===== src/rtl/spi_flash_read_arbiter.sv =====
`default_nettype none
// ============================================================================
// Module   : spi_flash_read_arbiter
// Purpose  : Round-robin sharing of one SPI NOR flash (READ 0x03, mode 0)
//            between an instruction-fetch port and a data-load port.
// Revision : 1.0
// ============================================================================
module spi_flash_read_arbiter #(
    parameter int          CLK_DIV  = 1,
    parameter int          CS_GAP   = 2,
    parameter logic [7:0]  READ_CMD = 8'h03
) (
    input  logic        clk,
    input  logic        rst_n,
    input  logic        i_req_valid,
    output logic        i_req_ready,
    input  logic [23:0] i_req_addr,
    output logic        i_rsp_valid,
    output logic [31:0] i_rsp_data,
    input  logic        d_req_valid,
    output logic        d_req_ready,
    input  logic [23:0] d_req_addr,
    output logic        d_rsp_valid,
    output logic [31:0] d_rsp_data,
    output logic        spi_csb,
    output logic        spi_sclk,
    output logic        spi_mosi,
    input  logic        spi_miso,
    output logic        busy
);

    localparam logic [2:0] DIV_LAST = 3'(CLK_DIV - 1);
    localparam int         GW       = (CS_GAP < 2) ? 1 : $clog2(CS_GAP + 1);
    localparam logic [GW-1:0] GAP_INIT = GW'(CS_GAP);

    typedef enum logic [1:0] {
        IDLE  = 2'd0,
        SHIFT = 2'd1,
        GAP   = 2'd2
    } state_t;

    state_t         state;
    logic [GW-1:0]  gap_cnt;
    logic           last_grant_d;
    logic           port_d;
    logic [31:0]    tx_sr;
    logic [31:0]    rx_sr;
    logic [5:0]     bit_idx;
    logic [2:0]     phase_cnt;
    logic           grant_i;
    logic           grant_d;
    logic           can_accept;

    assign can_accept = rst_n && (state == IDLE) && (gap_cnt == '0);

    // Port I wins a tie unless it was the most recent grantee.
    always_comb begin
        grant_i = 1'b0;
        grant_d = 1'b0;
        if (can_accept) begin
            if (i_req_valid && (!d_req_valid || last_grant_d)) begin
                grant_i = 1'b1;
            end else if (d_req_valid) begin
                grant_d = 1'b1;
            end
        end
    end

    assign i_req_ready = grant_i;
    assign d_req_ready = grant_d;
    assign busy        = (state != IDLE);

    always_ff @(posedge clk or negedge rst_n) begin
        if (!rst_n) begin
            state        <= IDLE;
            spi_csb      <= 1'b1;
            spi_sclk     <= 1'b0;
            spi_mosi     <= 1'b0;
            i_rsp_valid  <= 1'b0;
            d_rsp_valid  <= 1'b0;
            i_rsp_data   <= '0;
            d_rsp_data   <= '0;
            gap_cnt      <= '0;
            last_grant_d <= 1'b1;
            port_d       <= 1'b0;
            tx_sr        <= '0;
            rx_sr        <= '0;
            bit_idx      <= '0;
            phase_cnt    <= '0;
        end else begin
            i_rsp_valid <= 1'b0;
            d_rsp_valid <= 1'b0;
            case (state)
                IDLE: begin
                    if (grant_i || grant_d) begin
                        port_d       <= grant_d;
                        last_grant_d <= grant_d;
                        tx_sr        <= {READ_CMD[6:0], (grant_d ? d_req_addr : i_req_addr), 1'b0};
                        spi_mosi     <= READ_CMD[7];
                        spi_csb      <= 1'b0;
                        spi_sclk     <= 1'b0;
                        bit_idx      <= '0;
                        phase_cnt    <= '0;
                        state        <= SHIFT;
                    end
                end
                SHIFT: begin
                    if (phase_cnt != DIV_LAST) begin
                        phase_cnt <= phase_cnt + 3'd1;
                    end else begin
                        phase_cnt <= '0;
                        if (!spi_sclk) begin
                            // Rising SCLK: the upper half of the frame carries read data.
                            spi_sclk <= 1'b1;
                            if (bit_idx[5]) begin
                                rx_sr <= {rx_sr[30:0], spi_miso};
                            end
                        end else if (bit_idx == 6'd63) begin
                            spi_sclk <= 1'b0;
                            spi_csb  <= 1'b1;
                            spi_mosi <= 1'b0;
                            gap_cnt  <= GAP_INIT;
                            state    <= GAP;
                            if (port_d) begin
                                d_rsp_valid <= 1'b1;
                                d_rsp_data  <= {rx_sr[7:0], rx_sr[15:8], rx_sr[23:16], rx_sr[31:24]};
                            end else begin
                                i_rsp_valid <= 1'b1;
                                i_rsp_data  <= {rx_sr[7:0], rx_sr[15:8], rx_sr[23:16], rx_sr[31:24]};
                            end
                        end else begin
                            spi_sclk <= 1'b0;
                            bit_idx  <= bit_idx + 6'd1;
                            spi_mosi <= (bit_idx < 6'd31) ? tx_sr[31] : 1'b0;
                            tx_sr    <= {tx_sr[30:0], 1'b0};
                        end
                    end
                end
                GAP: begin
                    if (gap_cnt <= GW'(1)) begin
                        gap_cnt <= '0;
                        state   <= IDLE;
                    end else begin
                        gap_cnt <= gap_cnt - GW'(1);
                    end
                end
                default: state <= IDLE;
            endcase
        end
    end

endmodule
`default_nettype wire


===== config.mk =====
export PLATFORM = sky130hd
export DESIGN_NAME = spi_flash_read_arbiter
export DESIGN_NICKNAME = d
export VERILOG_FILES = /design/src/rtl/spi_flash_read_arbiter.sv
export SDC_FILE = /design/constraint.sdc
export NUM_CORES = 1
export LEC_CHECK = 0
export ABC_AREA = 1
export BUFFER_PORTS_ARGS = -buffer_cell sky130_fd_sc_hd__buf_4
export CAP_MARGIN = 15
export CORE_ASPECT_RATIO = 1.2
export CORE_UTILIZATION = 40
export DETAILED_ROUTE_END_ITERATION = 12
export PLACE_DENSITY_LB_ADDON = 0.05
export SKIP_CTS_REPAIR_TIMING = 1
export SLEW_MARGIN = 15
export SYNTH_ARGS = -nofsm -noshare
export SYNTH_HDL_FRONTEND = slang
export SYNTH_SLANG_ARGS = --single-unit

===== constraint.sdc =====
create_clock -name clk -period 2 [get_ports clk]
set_input_delay 0.2 -clock clk [delete_from_list [all_inputs] [get_ports clk]]
set_output_delay 0.2 -clock clk [all_outputs]
set_load 0.01 [all_outputs]

==> results of run 1 <==
## critical path, cell delays in order (launching register included)
cell and delay [ns]:
dfrtp_1 0.41, inv_1 0.09, nand2_1 0.14, nor2_2 0.16, nand3_4 0.27, inv_1 0.13, buf_4 0.12
## power by group through the flow
stage / Clock, mW / Combinational, mW / Sequential (mW)
after floorplan: 0 / 0.0391 / 3.03
after global placement: 0 / 0.188 / 3.03
after detailed placement: 0 / 0.192 / 3.03
after CTS: 3.17 / 0.192 / 2.97
after global routing: 3.31 / 0.216 / 2.97
final: 3.09 / 0.189 / 2.97
## through the flow
step,cells,hold slack (ns),area (sq um)
floorplan,784,-0.0956,6660
global placement,1094,0.0474,7740
detailed placement,1094,0.0500,7740
CTS,1126,-0.387,8320
finish,1128,-0.0898,8390
global route,1128,0.0156,8390
## state kept, by name, indices dropped and copies added (netlist names), 2 cells and up
signal and cells:
rx_sr 32, phase_cnt 3, i_rsp_data 32, d_rsp_data 32, gap_cnt 2, state 2, tx_sr 31, bit_idx 6
## worst max-delay path by stage
stage                       from              to  slack, ns  depth (start not counted)
floorplan             bit_idx[0]  d_rsp_data[25]       0.42                         10
global placement      bit_idx[0]   d_rsp_data[7]       0.16                          9
detailed placement  phase_cnt[0]       tx_sr[18]       0.10                         10
CTS                     state[1]     d_req_ready      -0.12                          6
global route            state[0]     d_req_ready      -0.05                          6
finish                  state[1]     d_req_ready       0.08                          6
## cell usage in the layout (no fill, tap or decap), types with 2 or more instances in the layout
master / instances
nand2_1: 287
dfrtp_1: 145
buf_4: 130
inv_1: 97
nand3_1: 53
o21ai_0: 46
o21ai_1: 39
o21ai_2: 30
clkbuf_16: 17
nor2_1: 13
nor2_4: 5
inv_2: 4
nand2_2: 4
inv_6: 4
clkinvlp_4: 4
buf_12: 4
nand3_2: 3
ha_1: 3
clkinv_4: 3
a21oi_1: 2
nand3b_1: 2
a21oi_4: 2
inv_8: 2
buf_6: 2
dfstp_2: 2
## cell type report
type	count	area (sq um)
fill	1571	7880
sequential	147	3680
multi-input combinational	498	2380
timing repair buffer	138	1100
clock buffer	18	439
inverter	101	379
tap	212	265
clock inverter	14	144
## cells by family (layout without fill, tap and decap cells)
family,after synthesis,after routing,synth area share (%)
flops,147,147,55.2
fa+ha+maj,3,3,0.563
xor+xnor,1,1,0.131
compound gates,120,121,11.0
buf+inv,140,271,9.86
simple gates,373,373,23.2
## cell usage after synthesis
library cell	number
nand2_4	1
and2_1	1
ha_1	3
nor2_4	4
a21oi_2	1
inv_1	97
buf_6	14
a21oi_1	2
buf_2	6
nand3_1	54
dfrtp_1	145
nand2_2	4
o21ai_0	46
or2_2	1
dfstp_2	2
xnor2_1	1
inv_2	4
nor2_1	15
buf_4	5
nand3_2	3
a21oi_4	1
nand4_1	1
o21ai_1	39
o21ai_2	30
nand2_1	287
buf_1	1
a21boi_0	1
nand3b_1	2
clkbuf_1	13
## routing by layer
| metal | share of wire (%) | track usage (%) |
|---|---|---|
| met3 | 3.3 | 3.73 |
| met5 | 0 | 0 |
| met1 | 46 | 22.3 |
| met4 | 0.58 | 4.74 |
| met2 | 50 | 29.3 |
==> summary.md, run 1 <==
| Metric | Value |
|---|---|
| Clock power frac | `49.4%` |
| Htree depth | `4` |
| CP Capture Type | `output pin` |
| Register area share after synthesis | `55.2%` |
| RSZ-0062 raised after global routing | `yes` |
| Fin Hold WS | `-0.0898 ns` |
| Synth unique cells | `29` |
| FF-to-FF End | `tx_sr[28]` |
| Failing checks | `hold timing` |
| # setup viols final | `0` |
| Area of the core | `0.0163 sq mm` |
| Clock slew at reported path FFs | `0.06 ns` |
| Detailed Route WL | `14200 um` |
| TritonCTS clock tree | `built` |
| Ports | `125` |
| Beginning of the worst register-to-register path | `last_grant_d` |
| Post-synthesis net count | `840` |
| Clk buf depth | `2` |
| Port buffer count | `124` |
| Maxcap violations | `0` |
| Final Critical Period | `1.92 ns` |
| Placer Congestion | `0.738` |
| Initial antenna violation count | `0` |
| Status | `finished, violations left` |
| First-pass GRT wire length | `23800 um` |
| Final HPWL DP | `9540 um` |
| Antenna diode count | `0` |
| Die height | `143 um` |
| Synth Cell Area | `0.00666 sq mm` |
| Area delta synth->final | `25.9%` |
| Root buffer cell | `clkbuf_16` |
| Final hold viol count | `68` |
| 1st-iter DRT viols | `337` |
| Worst-margin pin slew | `0.737 ns` |
| PnR worst setup slack | `0.0763 ns` |
| TritonCTS Buffers | `17` |
| Peak Freq | `0.520 GHz` |
| Clk sinks | `147` |
| Total grt overflow | `0` |
| Fin Setup TNS | `0 ns` |
| Top cells by area, synth | `dfrtp_1, nand2_1, inv_1, nand3_1, o21ai_2` |
| Pre-antenna DRT Iters | `4` |
| Final Util | `51.5%` |
| NetSw | `1.41 mW` |
| Vias in the first global route | `4963` |
| Pleak | `4.41 nW` |
| Reg power frac | `47.6%` |
| DRC Markers | `0` |
| Die X | `120 um` |
| Max Clock Skew | `0.00945 ns` |
| Critical Path AT | `1.72 ns` |
| Startpoint Class | `register` |
| P_int | `4.84 mW` |
| Pre-CTS setup slack | `0.101 ns` |
| Overall Global Routing Usage | `17.3%` |
| WS Path Type | `register to output pin` |
| Synth Instances | `784` |
| Worst skew pair latency | `0.41 ns` |
| Via count | `5226` |
| Worst Hold Class | `input pin to async pin` |
| Slew headroom | `50.8%` |
| Flop2flop setup slack | `0.19 ns` |
| Post-Synthesis Mean Instance Area | `8.50 sq um` |
| Post-route ant nets | `0` |
| Max Slew Vio Count | `0` |
| Starting Density | `41.0%` |
| Logic pwr share | `3.0%` |
| Synthesis Warnings | `0` |
| Power, Total | `6.25 mW` |
| Routed vias/inst | `4.63` |
| WL/cell | `12.6 um` |
| Nets | `959` |
| Share of cells above drive strength 1 | `24.6%` |
| Register-to-Register Path Depth | `8` |
| Yosys top cell area share | `54.4%` |
| Area of the die | `0.0172 sq mm` |
| Crit Path Max Fanout | `27` |
| Critical Path RT | `1.80 ns` |
| Final Cycle Share | `96.2%` |
| Core Rows | `51` |
| PD cells | `745 mW/mm^2` |
| Largest area contributor in the netlist | `dfrtp_1` |
| Largest net degree at the start of global routing | `135` |
| Flip-flop and latch count after synthesis | `147` |
| Switching fraction of total power | `22.5%` |
| VDD IR max | `0.545 mV` |
No activity file was read; power rests on OpenSTA's default activity.
==> run 2: changes to the inputs <==
- BUFFER_PORTS_ARGS: -buffer_cell sky130_fd_sc_hd__buf_4 -> not set
- DONT_BUFFER_PORTS: not set -> 1
==> summary.md, run 2 (synthesis gave the netlist of run 1 again) <==
| Metric | Value |
|---|---|
| Worst-margin pin slew | `0.552 ns (-0.186 ns)` |
| Worst Hold Class | `input pin to async pin` |
| Clk buf depth | `2 (unchanged)` |
| Max Clock Skew | `0.00814 ns (-0.00132 ns)` |
| Ports | `125 (unchanged)` |
| # setup viols final | `0 (unchanged)` |
| Status | `finished, violations left` |
| Failing checks | `hold timing` |
| Critical Path AT | `1.62 ns (-0.10 ns)` |
| Routed vias/inst | `4.72 (+1.9%)` |
| Clk sinks | `147 (unchanged)` |
| Critical Path RT | `1.80 ns (about the same)` |
| Non-Filler Cell Area, Final | `0.00741 sq mm (-12%)` |
| DRC Markers | `0 (unchanged)` |
| Met2 wire length | `6340 um (-11%)` |
| Final Critical Period | `1.82 ns (-0.107 ns)` |
| Final HPWL DP | `8420 um (-12%)` |
| Share of cells above drive strength 1 | `11.9% (-13 points)` |
| Most frequent cells in the layout | `nand2_1, dfrtp_1, inv_1, nand3_1, o21ai_0` |
| Slew headroom | `63.2% (+12 points)` |
| Detailed Route WL | `13400 um (-5.6%)` |
| Core Rows | `51 (unchanged)` |
| Max Slew Vio Count | `0 (unchanged)` |
| Filler instances | `1630 (+3.8%)` |
| Fin Hold WS | `-0.523 ns (-0.433 ns)` |
| Final Cycle Share | `90.8% (-5.3 points)` |
| Nets | `830 (-13%)` |
| Placed inst area | `0.00675 sq mm (-13%)` |
| Regs by FF count | `d_rsp_data: 32 flops, i_rsp_data: 32 flops, rx_sr: 32 flops` |
| Crit Path Max Fanout | `24 (-11%)` |
| TritonCTS Buffers | `17 (unchanged)` |
| WL/cell | `13.4 um (+6.6%)` |
| Worst skew pair latency | `0.41 ns (about the same)` |
| Startpoint Class | `register` |
| Register-to-Register Path Depth | `7 (-1)` |
| Antenna diode count | `0 (unchanged)` |
| Starting Density | `41.0% (unchanged)` |
| Peak Freq | `0.550 GHz (+5.9%)` |
| Total grt overflow | `0 (unchanged)` |
| Area of the core | `0.0163 sq mm (unchanged)` |
| RSZ-0062 raised after global routing | `no` |
| Reg power frac | `47.3% (-0.3 points)` |
| Largest net degree at the start of global routing | `150 (+11%)` |
| Area of the die | `0.0172 sq mm (unchanged)` |
| Vias in the first global route | `4426 (-11%)` |
| Die X | `120 um (unchanged)` |
| WS Path Type | `register to output pin` |
| 1st-iter DRT viols | `281 (-17%)` |
| Clock slew at reported path FFs | `0.06 ns (about the same)` |
| CP Capture Type | `output pin` |
| Root buffer cell | `clkbuf_16` |
| Via count | `4717 (-9.7%)` |
| Met3 routed WL | `600 um (+28%)` |
| Max Used Layer | `met4` |
| Met1 WL | `6250 um (-4.7%)` |
| Power, Total | `6.29 mW (+0.57%)` |
| Pleak | `3.75 nW (-15%)` |
| Commonest non-fill, non-tap cell in the layout | `nand2_1` |
| Post-route ant nets | `0 (unchanged)` |
| Overall Global Routing Usage | `16.4% (-0.94 points)` |
| Final hold viol count | `147 (+120%)` |
| Maxcap violations | `0 (unchanged)` |
| Initial antenna violation count | `0 (unchanged)` |
| Pre-antenna DRT Iters | `5 (+1)` |
| Htree depth | `4 (unchanged)` |
| Sequential cell area | `0.00368 sq mm (unchanged)` |
| Port buffer count | `0 (-100%)` |
| VDD IR max | `0.485 mV (-11%)` |
| Fin Setup TNS | `0 ns (unchanged)` |
| First-pass GRT wire length | `22200 um (-6.8%)` |
| Die height | `143 um (unchanged)` |
| P_int | `5.03 mW (+3.8%)` |
| Logic pwr share | `0.8% (-2.2 points)` |
| Area occupied by multi-input gates | `0.00236 sq mm (-0.53%)` |
| Placer Congestion | `0.765 (+3.6%)` |
| Clock power frac | `51.9% (+2.5 points)` |
| Switching fraction of total power | `20.0% (-2.5 points)` |
| TritonCTS clock tree | `built` |
| NetSw | `1.26 mW (-11%)` |
| PD cells | `848 mW/mm^2 (+14%)` |
| Area delta synth->final | `11.2%` |
-- run 2: through the flow --
stage	utilization (%)	worst slack, ns	cells	hold slack, ns
5_1_grt	45.6	0.0282	999	-0.552
4_1_cts	45.3	-0.0758	997	-0.541
6_report	45.6	0.183	999	-0.523
2_1_floorplan	-	0.423	784	-0.0956
3_5_place_dp	41.5	0.101	965	-0.0910
3_3_place_gp	41.5	0.152	965	-0.0922
-- run 2: worst max-delay path, cell delays in order (launching register included) --
cell	delay [ns]
dfrtp_1	0.41
inv_1	0.10
nand2_2	0.12
nor2_4	0.15
buf_6	0.21
and2_4	0.22
-- run 2: layer usage --
| layer | vias up | GRT usage (%) |
|---|---|---|
| met5 | - | 0 |
| met4 | 0 | 7.37 |
| met3 | 17 | 4.05 |
| met2 | 109 | 25.8 |
| met1 | 2173 | 21.3 |
| li1 | 2418 | - |
-- run 2: power groups by stage --
stage / Sequential, mW / Combinational [mW] / Clock [mW]
floorplan: 3.03 / 0.0391 / 0
global placement: 3.03 / 0.0443 / 0
detailed placement: 3.03 / 0.0464 / 0
CTS: 2.98 / 0.0467 / 3.35
global route: 2.97 / 0.0569 / 3.47
finish: 2.98 / 0.0482 / 3.26
-- run 2: final timing paths --
| kind | to | slack, ns | startpoint |
|---|---|---|---|
| max | i_req_ready | 0.18 | state[1] |
| min in group clk | tx_sr[1] | 0.05 | d_req_addr[0] |
| max in group asynchronous | d_rsp_data[31] | 2.28 | rst_n |
| min | i_rsp_data[7] | -0.52 | rst_n |
| max reg2reg | tx_sr[28] | 0.19 | last_grant_d |
| min reg2reg | tx_sr[8] | 0.48 | tx_sr[8] |
-- run 2: layout make-up --
type | instances | area share, %
multi-input combinational | 498 | 31.9
clock inverter | 11 | 2.04
clock buffer | 21 | 6.21
timing repair buffer | 9 | 1.50
inverter | 101 | 5.11
sequential | 147 | 49.7
tap | 212 | 3.58
